**src/rtl/vga_fill_engine.sv**
```systemverilog
// Rectangle fill engine: CPU-programmed rectangle streamed as raster-order pixel
// writes to the VGA Avalon pixel port, with busy/done/error status and an interrupt.
module vga_fill_engine (
    input  logic        clk,
    input  logic        reset,
    input  logic [3:0]  address,
    input  logic        read,
    input  logic        write,
    input  logic [31:0] writedata,
    output logic [31:0] readdata,
    output logic [3:0]  master_address,
    output logic        master_write,
    output logic [31:0] master_writedata,
    input  logic        master_waitrequest,
    output logic        irq
);

    typedef enum logic [1:0] {S_IDLE, S_CHECK, S_DRAW, S_FINISH} state_t;

    state_t      state_q, state_d;
    logic [7:0]  x0_q, x0_d, x1_q, x1_d, cx_q, cx_d;
    logic [6:0]  y0_q, y0_d, y1_q, y1_d, cy_q, cy_d;
    logic [2:0]  colour_q, colour_d;
    logic        irq_en_q, irq_en_d;
    logic        done_q, done_d, error_q, error_d;
    logic        abort_pend_q, abort_pend_d;

    logic ctrl_wr, start_req, abort_req, clr_req;
    logic accept, last_px, rect_ok, abort_now;
    logic unused_wdata;

    assign ctrl_wr      = write && (address == 4'd0);
    assign start_req    = ctrl_wr && writedata[0];
    assign abort_req    = ctrl_wr && writedata[1];
    assign clr_req      = ctrl_wr && writedata[2];
    assign accept       = (state_q == S_DRAW) && !master_waitrequest;
    assign last_px      = (cx_q == x1_q) && (cy_q == y1_q);
    assign abort_now    = abort_req || abort_pend_q;
    assign rect_ok      = (x0_q <= x1_q) && (x1_q <= 8'd159) &&
                          (y0_q <= y1_q) && (y1_q <= 7'd119);
    assign unused_wdata = ^writedata[31:8];

    always_ff @(posedge clk) begin
        if (reset) begin
            state_q      <= S_IDLE;
            x0_q         <= '0;
            y0_q         <= '0;
            x1_q         <= '0;
            y1_q         <= '0;
            colour_q     <= '0;
            irq_en_q     <= 1'b0;
            cx_q         <= '0;
            cy_q         <= '0;
            done_q       <= 1'b0;
            error_q      <= 1'b0;
            abort_pend_q <= 1'b0;
        end else begin
            state_q      <= state_d;
            x0_q         <= x0_d;
            y0_q         <= y0_d;
            x1_q         <= x1_d;
            y1_q         <= y1_d;
            colour_q     <= colour_d;
            irq_en_q     <= irq_en_d;
            cx_q         <= cx_d;
            cy_q         <= cy_d;
            done_q       <= done_d;
            error_q      <= error_d;
            abort_pend_q <= abort_pend_d;
        end
    end

    always_comb begin
        state_d = state_q;
        case (state_q)
            S_IDLE:   if (start_req) state_d = S_CHECK;
            S_CHECK:  state_d = (!abort_req && rect_ok) ? S_DRAW : S_IDLE;
            S_DRAW: begin
                if (accept) begin
                    if (abort_now)    state_d = S_IDLE;
                    else if (last_px) state_d = S_FINISH;
                end
            end
            S_FINISH: state_d = S_IDLE;
            default:  state_d = S_IDLE;
        endcase
    end

    // Configuration is frozen outside IDLE, so the colour sampled at start holds for the whole run.
    always_comb begin
        x0_d         = x0_q;
        y0_d         = y0_q;
        x1_d         = x1_q;
        y1_d         = y1_q;
        colour_d     = colour_q;
        irq_en_d     = irq_en_q;
        cx_d         = cx_q;
        cy_d         = cy_q;
        done_d       = done_q;
        error_d      = error_q;
        abort_pend_d = abort_pend_q;
        if (state_q == S_IDLE && write) begin
            case (address)
                4'd1:    x0_d     = writedata[7:0];
                4'd2:    y0_d     = writedata[6:0];
                4'd3:    x1_d     = writedata[7:0];
                4'd4:    y1_d     = writedata[6:0];
                4'd5:    colour_d = writedata[2:0];
                4'd6:    irq_en_d = writedata[0];
                default: ;
            endcase
        end
        if (clr_req) begin
            done_d  = 1'b0;
            error_d = 1'b0;
        end
        case (state_q)
            S_IDLE: begin
                if (start_req) begin
                    done_d  = 1'b0;
                    error_d = 1'b0;
                end
            end
            S_CHECK: begin
                cx_d = x0_q;
                cy_d = y0_q;
                if (!abort_req && !rect_ok) error_d = 1'b1;
            end
            S_DRAW: begin
                if (abort_req) abort_pend_d = 1'b1;
                if (accept) begin
                    if (abort_now || last_px) begin
                        abort_pend_d = 1'b0;
                    end else if (cx_q < x1_q) begin
                        cx_d = cx_q + 8'd1;
                    end else begin
                        cx_d = x0_q;
                        cy_d = cy_q + 7'd1;
                    end
                end
            end
            S_FINISH: done_d = 1'b1;
            default: ;
        endcase
    end

    always_comb begin
        master_address   = 4'd0;
        master_write     = (state_q == S_DRAW);
        master_writedata = '0;
        if (state_q == S_DRAW)
            master_writedata = {13'b0, colour_q, cx_q, 1'b0, cy_q};
        irq = done_q && irq_en_q;
    end

    always_comb begin
        readdata = '0;
        if (read) begin
            case (address)
                4'd0:    readdata = {29'b0, error_q, done_q, (state_q != S_IDLE)};
                4'd1:    readdata = {24'b0, x0_q};
                4'd2:    readdata = {25'b0, y0_q};
                4'd3:    readdata = {24'b0, x1_q};
                4'd4:    readdata = {25'b0, y1_q};
                4'd5:    readdata = {29'b0, colour_q};
                4'd6:    readdata = {31'b0, irq_en_q};
                default: readdata = '0;
            endcase
        end
    end

endmodule

```
**config.mk**
```make
export PLATFORM = sky130hd
export DESIGN_NAME = vga_fill_engine
export DESIGN_NICKNAME = d
export VERILOG_FILES = /design/src/rtl/vga_fill_engine.sv
export SDC_FILE = /design/constraint.sdc
export NUM_CORES = 1
export LEC_CHECK = 0
export BUFFER_PORTS_ARGS = -buffer_cell sky130_fd_sc_hd__buf_2
export CORE_UTILIZATION = 50
export DETAILED_ROUTE_END_ITERATION = 10
export PLACE_DENSITY_LB_ADDON = 0.2
export SYNTH_ARGS = -nofsm -noshare
export SYNTH_HDL_FRONTEND = slang
export SYNTH_SLANG_ARGS = --single-unit
```
**constraint.sdc**
```tcl
create_clock -name clk -period 2.8 [get_ports clk]
set_clock_uncertainty 0.15 [all_clocks]
set_input_delay 0.56 -clock clk [delete_from_list [all_inputs] [get_ports clk]]
set_output_delay 0.56 -clock clk [all_outputs]
set_load 0.005 [all_outputs]
```
Word-level counts from Yosys, hierarchy flattened
Cells that the tools add are included.
{"block": "classes", "mux": 27, "reduce_logical": 31, "magnitude_cmp": 5, "eq_ne": 16, "addsub": 2}
{"operator": "$pmux W8 S7", "n": 1}
{"operator": "$mux W8", "n": 4}
{"operator": "$mux W7", "n": 3}
{"operator": "$mux W19", "n": 1}
{"operator": "$pmux W8 S2", "n": 1}
{"operator": "$pmux W7 S2", "n": 1}
{"operator": "$logic_and A1 B1 Y1", "n": 13}
{"operator": "$eq A4 B3 Y1 const B", "n": 3}
{"operator": "$reduce_and A2 Y1", "n": 6}
{"operator": "$mux W2", "n": 5}
{"operator": "$add A8 B1 Y8 const B", "n": 1}
{"operator": "$eq A4 B2 Y1 const B", "n": 2}
{"operator": "$eq A8 B8 Y1", "n": 1}
{"operator": "$le A8 B8 Y1", "n": 1}
{"operator": "$le A8 B8 Y1 const B", "n": 1}
{"operator": "$lt A8 B8 Y1", "n": 1}
{"operator": "$mux W1", "n": 8}
{"operator": "$pmux W2 S4", "n": 1}
{"operator": "$add A7 B1 Y7 const B", "n": 1}
{"operator": "$eq A7 B7 Y1", "n": 1}
{"operator": "$le A7 B7 Y1", "n": 1}
{"operator": "$le A7 B7 Y1 const B", "n": 1}
{"operator": "$ne A2 B2 Y1 const B", "n": 3}
{"operator": "$reduce_and A3 Y1", "n": 2}
{"operator": "other kinds (12)", "n": 18}
{"block": "word_totals", "output_inout_bits": 70, "ff_bits": 54}

Depth between registers and ports, before layout
{"block": "depth", "word_depth": 8, "mapped_depth": 9, "mapped_depth_nobuf": 8}

Least setup slack after synthesis
OpenSTA, ideal clock, no wires.
{"block": "synth_path", "path_type": "register to register", "from": "reg x1_q[5]", "to": "reg cx_q[5]", "stages_incl_launch_ff": 9, "required_ns": 2.531, "path_buffers": 0, "arrival_ns": 2.181, "path_slack_ns": 0.350, "synth_period_minus_slack_ns": 2.450, "cell_sequence": "dfxtp_1 > inv_1 > ha_1 > a211oi_1 > nor2_1 > or3_1 > nor2_1 > mux2_2 > o221a_2"}
{"block": "synth_between", "elab_chain_len": 5, "elab_cells_between_ends": 10, "cone_classes": "order compare (1); eq/ne (2); mux (4); reduce/logical (3)"}
{"item": "start, declared", "line": "21", "text": "logic [7:0] x0_q, x0_d, x1_q, x1_d, cx_q, cx_d;"}
{"item": "start signal, assigned", "line": "48", "text": "x1_q <= '0;"}
{"item": "start signal, assigned", "line": "61", "text": "x1_q <= x1_d;"}
{"item": "$lt A8 B8 Y1 / $eq A8 B8 Y1 (equally long branches)", "line": "134, 37"}
{"item": "$mux W8 / $logic_and A1 B1 Y1 (equally long branches)", "line": "134, 37"}
{"item": "$mux W8 / $logic_or A1 B1 Y1 (equally long branches)", "line": "132", "text": "if (abort_now || last_px) begin"}
{"item": "$mux W8 / $ne A2 B2 Y1 (equally long branches)"}
{"item": "$pmux W8 S2 / $reduce_and A3 Y1 (equally long branches)"}
{"item": "end signal, assigned", "line": "52", "text": "cx_q <= '0;"}
{"item": "end signal, assigned", "line": "65", "text": "cx_q <= cx_d;"}
{"item": "end, declared", "line": "21"}
Several ways; a longest one is shown, not always the timed one. The select of a mux whose other input is x is not followed.
A chain may end at the register's enable or synchronous reset.

Worst setup path after layout
{"block": "layout_path", "from": "reg state_q[1]", "to": "out readdata[0]"}
{"block": "layout_between", "elab_chain_len": 3}
{"item": "start, declared", "line": "20", "text": "state_t state_q, state_d;"}
{"item": "start signal, assigned", "line": "58", "text": "state_q <= state_d;"}
{"item": "$reduce_bool A2 Y1", "line": "160", "text": "4'd0: readdata = {29'b0, error_q, done_q, (state_q != S_IDLE)};"}
{"item": "$pmux W8 S7", "line": "159", "text": "case (address)"}
{"item": "$mux W8", "line": "158", "text": "if (read) begin"}
{"item": "end, declared", "line": "10", "text": "output logic [31:0] readdata,"}
Every way passes these cells.

==> impl_metrics.csv <==
group,metric,value,unit
sta,slew_headroom,0.620,
synth,ys_seq_area_frac,0.276,
sta,setup_viol,0,
route,post_drt_wl_per_cell,15.7,um
worst_setup_path,startpoint_type,"flop",
worst_hold_path,hp-start,"writedata[7]",
synth,synth_top_area_share,0.276,
sta,worstMarginPinSlew,571,ps
global_routing,grt_use_total,0.247,
clock_network,path_clk_slew,100,ps
synth,netlist_top_cells_area,"dfxtp_1 28%, mux2i_1 10%, ha_1 9.3%, buf_4 8.4%, nor2_1 6.3%",
global_routing,antenna_found_initial,0,
run,max-cap-violations,0,
synth,yosysTopAreaCell,"dfxtp_1",
sta,rsz0062_at_grt,"no",
synth,synthesis.area,0.00392,mm2
sta,period_share,0.941,
route,dr_total_vias,3471,
power_and_ir_drop,irDropWorstVdd,171,uV
die,io_pins,111,
clock_network,cts_setup_buffers,0,
clock_network,cts_buffer_depth,2,
layout,stdcell_count,626,
global_routing,grt-ovfl-total,0,
place,pre_cts_ws,224,ps
clock_network,cts.sinks,54,
sta,finalMaxSlewViolations,0,
route,drcViolationCount,0,
clock_network,cts_resized,0,
route,viasPerCell,5.54,
layout,final_nets,596,
clock_network,cts_tree,"done",
sta,worst_hold_slack,345,ps
route,drtIter0Drc,205,
worst_setup_path,reg2reg_slack,170,ps
synth,synth-simple-area-share,0.212,
power_and_ir_drop,p_leak,1.80,nW
synth,synth.area.mux_share,0.119,
power_and_ir_drop,powerDensity,376,mW/mm2
die,dieArea,0.00820,mm2
synth,synth_edf_count,0,
synth,ys.warnings.count,0,
worst_setup_path,end_kind,"primary output",
place,dpl.hpwl,7580,um
die,start_util,0.529,
clock_network,cts_buffers,5,
worst_setup_path,worstPathMaxFanout,7,
die,rows,31,
synth,synth_adder_area_share,0.0926,
worst_setup_path,critPathLaunch,"state_q[1]$_SDFFE_PP0P_",
clock_network,insertion_delay,320,ps
synth,synth_xor_area_frac,0.0156,
synth,synth_top_family_by_area,"simple AND/OR/NAND/NOR gates",
layout,area_growth_syn_to_layout,8.40,%
sta,layout_setup_ws,166,ps
sta,fmaxAchievable,0.380,GHz
synth,synth_compound_area_frac,0.151,
place,dp_cells,618,
worst_setup_path,cp.required,2090,ps
worst_setup_path,r2r_cells,7,
route,drtAntennaViolNets,0,
place,io_buffers,44,
synth,synth.avg_cell_area,8.16,um2
clock_network,cts_max_level,2,
global_routing,grt_max_degree,54,
worst_setup_path,critical_path_class,"flop to primary output",
clock_network,ctsHoldBuffers,0,
die,core,0.00741,mm2
synth,async_flop_share,0,
die,die_x,90.5,um
layout,n_antenna_cell,0,
layout,drive_gt1_frac,0.159,
sta,fin_crit,2630,ps
die,die_y,90.5,um
worst_setup_path,r2r_end,"cy_q[5]$_SDFFE_PP0P_",
power_and_ir_drop,fin_total_pwr,0.00160,W
synth,synthFlopType,"dfxtp_1",
worst_setup_path,cp.arrival,1920,ps
sta,hold_viol,0,
clock_network,cts_root_buffer,"clkbuf_8",
worst_setup_path,timing.rr.start,"x1_q[7]$_SDFFE_PP0P_",
place,globalplace.congestion,0.875,
route,drtPass1Iterations,4,
synth,syn_inst,480,
run_status,status,"finished, final reports clean",
sta,tns,0,ps
route,totalWireLength,9850,um
worst_setup_path,worstSetupEndpoint,"readdata[0]",
synth,synth-seq-cells,54,
global_routing,grt_pass1_wl,16300,um
worst_hold_path,hp-class,"input pin to flop",
synth,synthDistinctLibCells,55,
global_routing,grt_pass1_vias,3287,
-- worst min path at each step --
stage,end,slack [ps],depth (start not counted)
finish,x1_q[7]$_SDFFE_PP0P_,350,3
global route,error_q$_SDFF_PP0_,360,2
CTS,x1_q[7]$_SDFFE_PP0P_,330,3
detailed placement,error_q$_SDFF_PP0_,330,2
global placement,error_q$_SDFF_PP0_,330,2
floorplan,error_q$_SDFF_PP0_,300,2
-- metal layers --
metal  part of all wire  vias to the layer above  GRT usage  wire [um]
li1                   -                     1704          -          -
met5                  0                        -          0          0
met4              0.017                        0     0.0739        163
met1               0.45                     1641      0.317       4410
met3              0.052                       17     0.0446        516
met2               0.48                      109      0.418       4760
-- registers in the layout, indices dropped and copies added, names as in the netlist --
signal and count:
abort_pend_q 1, x0_q 8, irq_en_q 1, done_q 1
x1_q 8, state_q 2, y0_q 7, y1_q 7
colour_q 3, cy_q 7, cx_q 8, error_q 1
-- stage by stage --
step / util / cell area (um2)
6_report: 0.573 / 4250
3_3_place_gp: 0.559 / 4140
5_1_grt: 0.573 / 4250
4_1_cts: 0.573 / 4250
3_5_place_dp: 0.559 / 4140
2_1_floorplan: - / 4070
-- layout by cell type (no fill, tap or decap), types with 8 or more instances in the layout --
| cell type | count |
|---|---|
| buf_4 | 17 |
| o32ai_1 | 8 |
| conb_1 | 42 |
| ha_1 | 28 |
| nand3_1 | 12 |
| and2_1 | 15 |
| buf_2 | 44 |
| a21oi_1 | 30 |
| o21ai_0 | 17 |
| inv_1 | 28 |
| mux2i_1 | 40 |
| nand2_1 | 23 |
| dfxtp_1 | 54 |
| nor2_1 | 66 |
-- logic make-up after synthesis --
group | count (synthesis)
and+or+nand+nor | 162
buffers and inverters | 93
AOI/OAI and AO/OA | 90
DFF | 54
muxes | 44
adders and majority gates | 29
xor gates and xnor gates | 7
other | 1
-- synthesized netlist by cell type, types with 3 or more instances --
cell type / n
o32ai_1: 8
a21oi_1: 30
a211oi_1: 5
ha_1: 29
or3_1: 5
o21ai_0: 17
xor2_1: 7
nor2b_1: 6
a221oi_1: 4
a31oi_1: 4
clkbuf_1: 12
dfxtp_1: 54
o2bb2ai_1: 3
nor3_1: 7
nand4_1: 7
inv_1: 28
buf_4: 44
and2_1: 15
nand2_1: 23
mux2i_1: 40
buf_1: 5
nor4_1: 3
nor4_4: 3
a22oi_1: 5
nand3_1: 12
nor2_1: 66
-- worst max-delay path: stages (launching register included) --
cell and delay (ps):
dfxtp_1 340, inv_1 110, ha_2 270, inv_1 110, mux4_2 460, nor2_1 110
a211oi_1 70, buf_2 150
-- layout make-up --
class	count	area (um2)
fill	742	3160
multi-input combinational	374	2480
sequential	54	1080
timing repair buffer	61	348
tap	99	124
inverter	30	113
clock buffer	7	96.3
clock inverter	1	8.76
-- report_power, final --
group / internal, W / switching [W] / leakage (nW)
Sequential: 0.000785 / 0.0000220 / 0.436
Combinational: 0.000106 / 0.000186 / 1.31
Clock: 0.000227 / 0.000271 / 0.0544
Power figures use the tool's default switching activity.
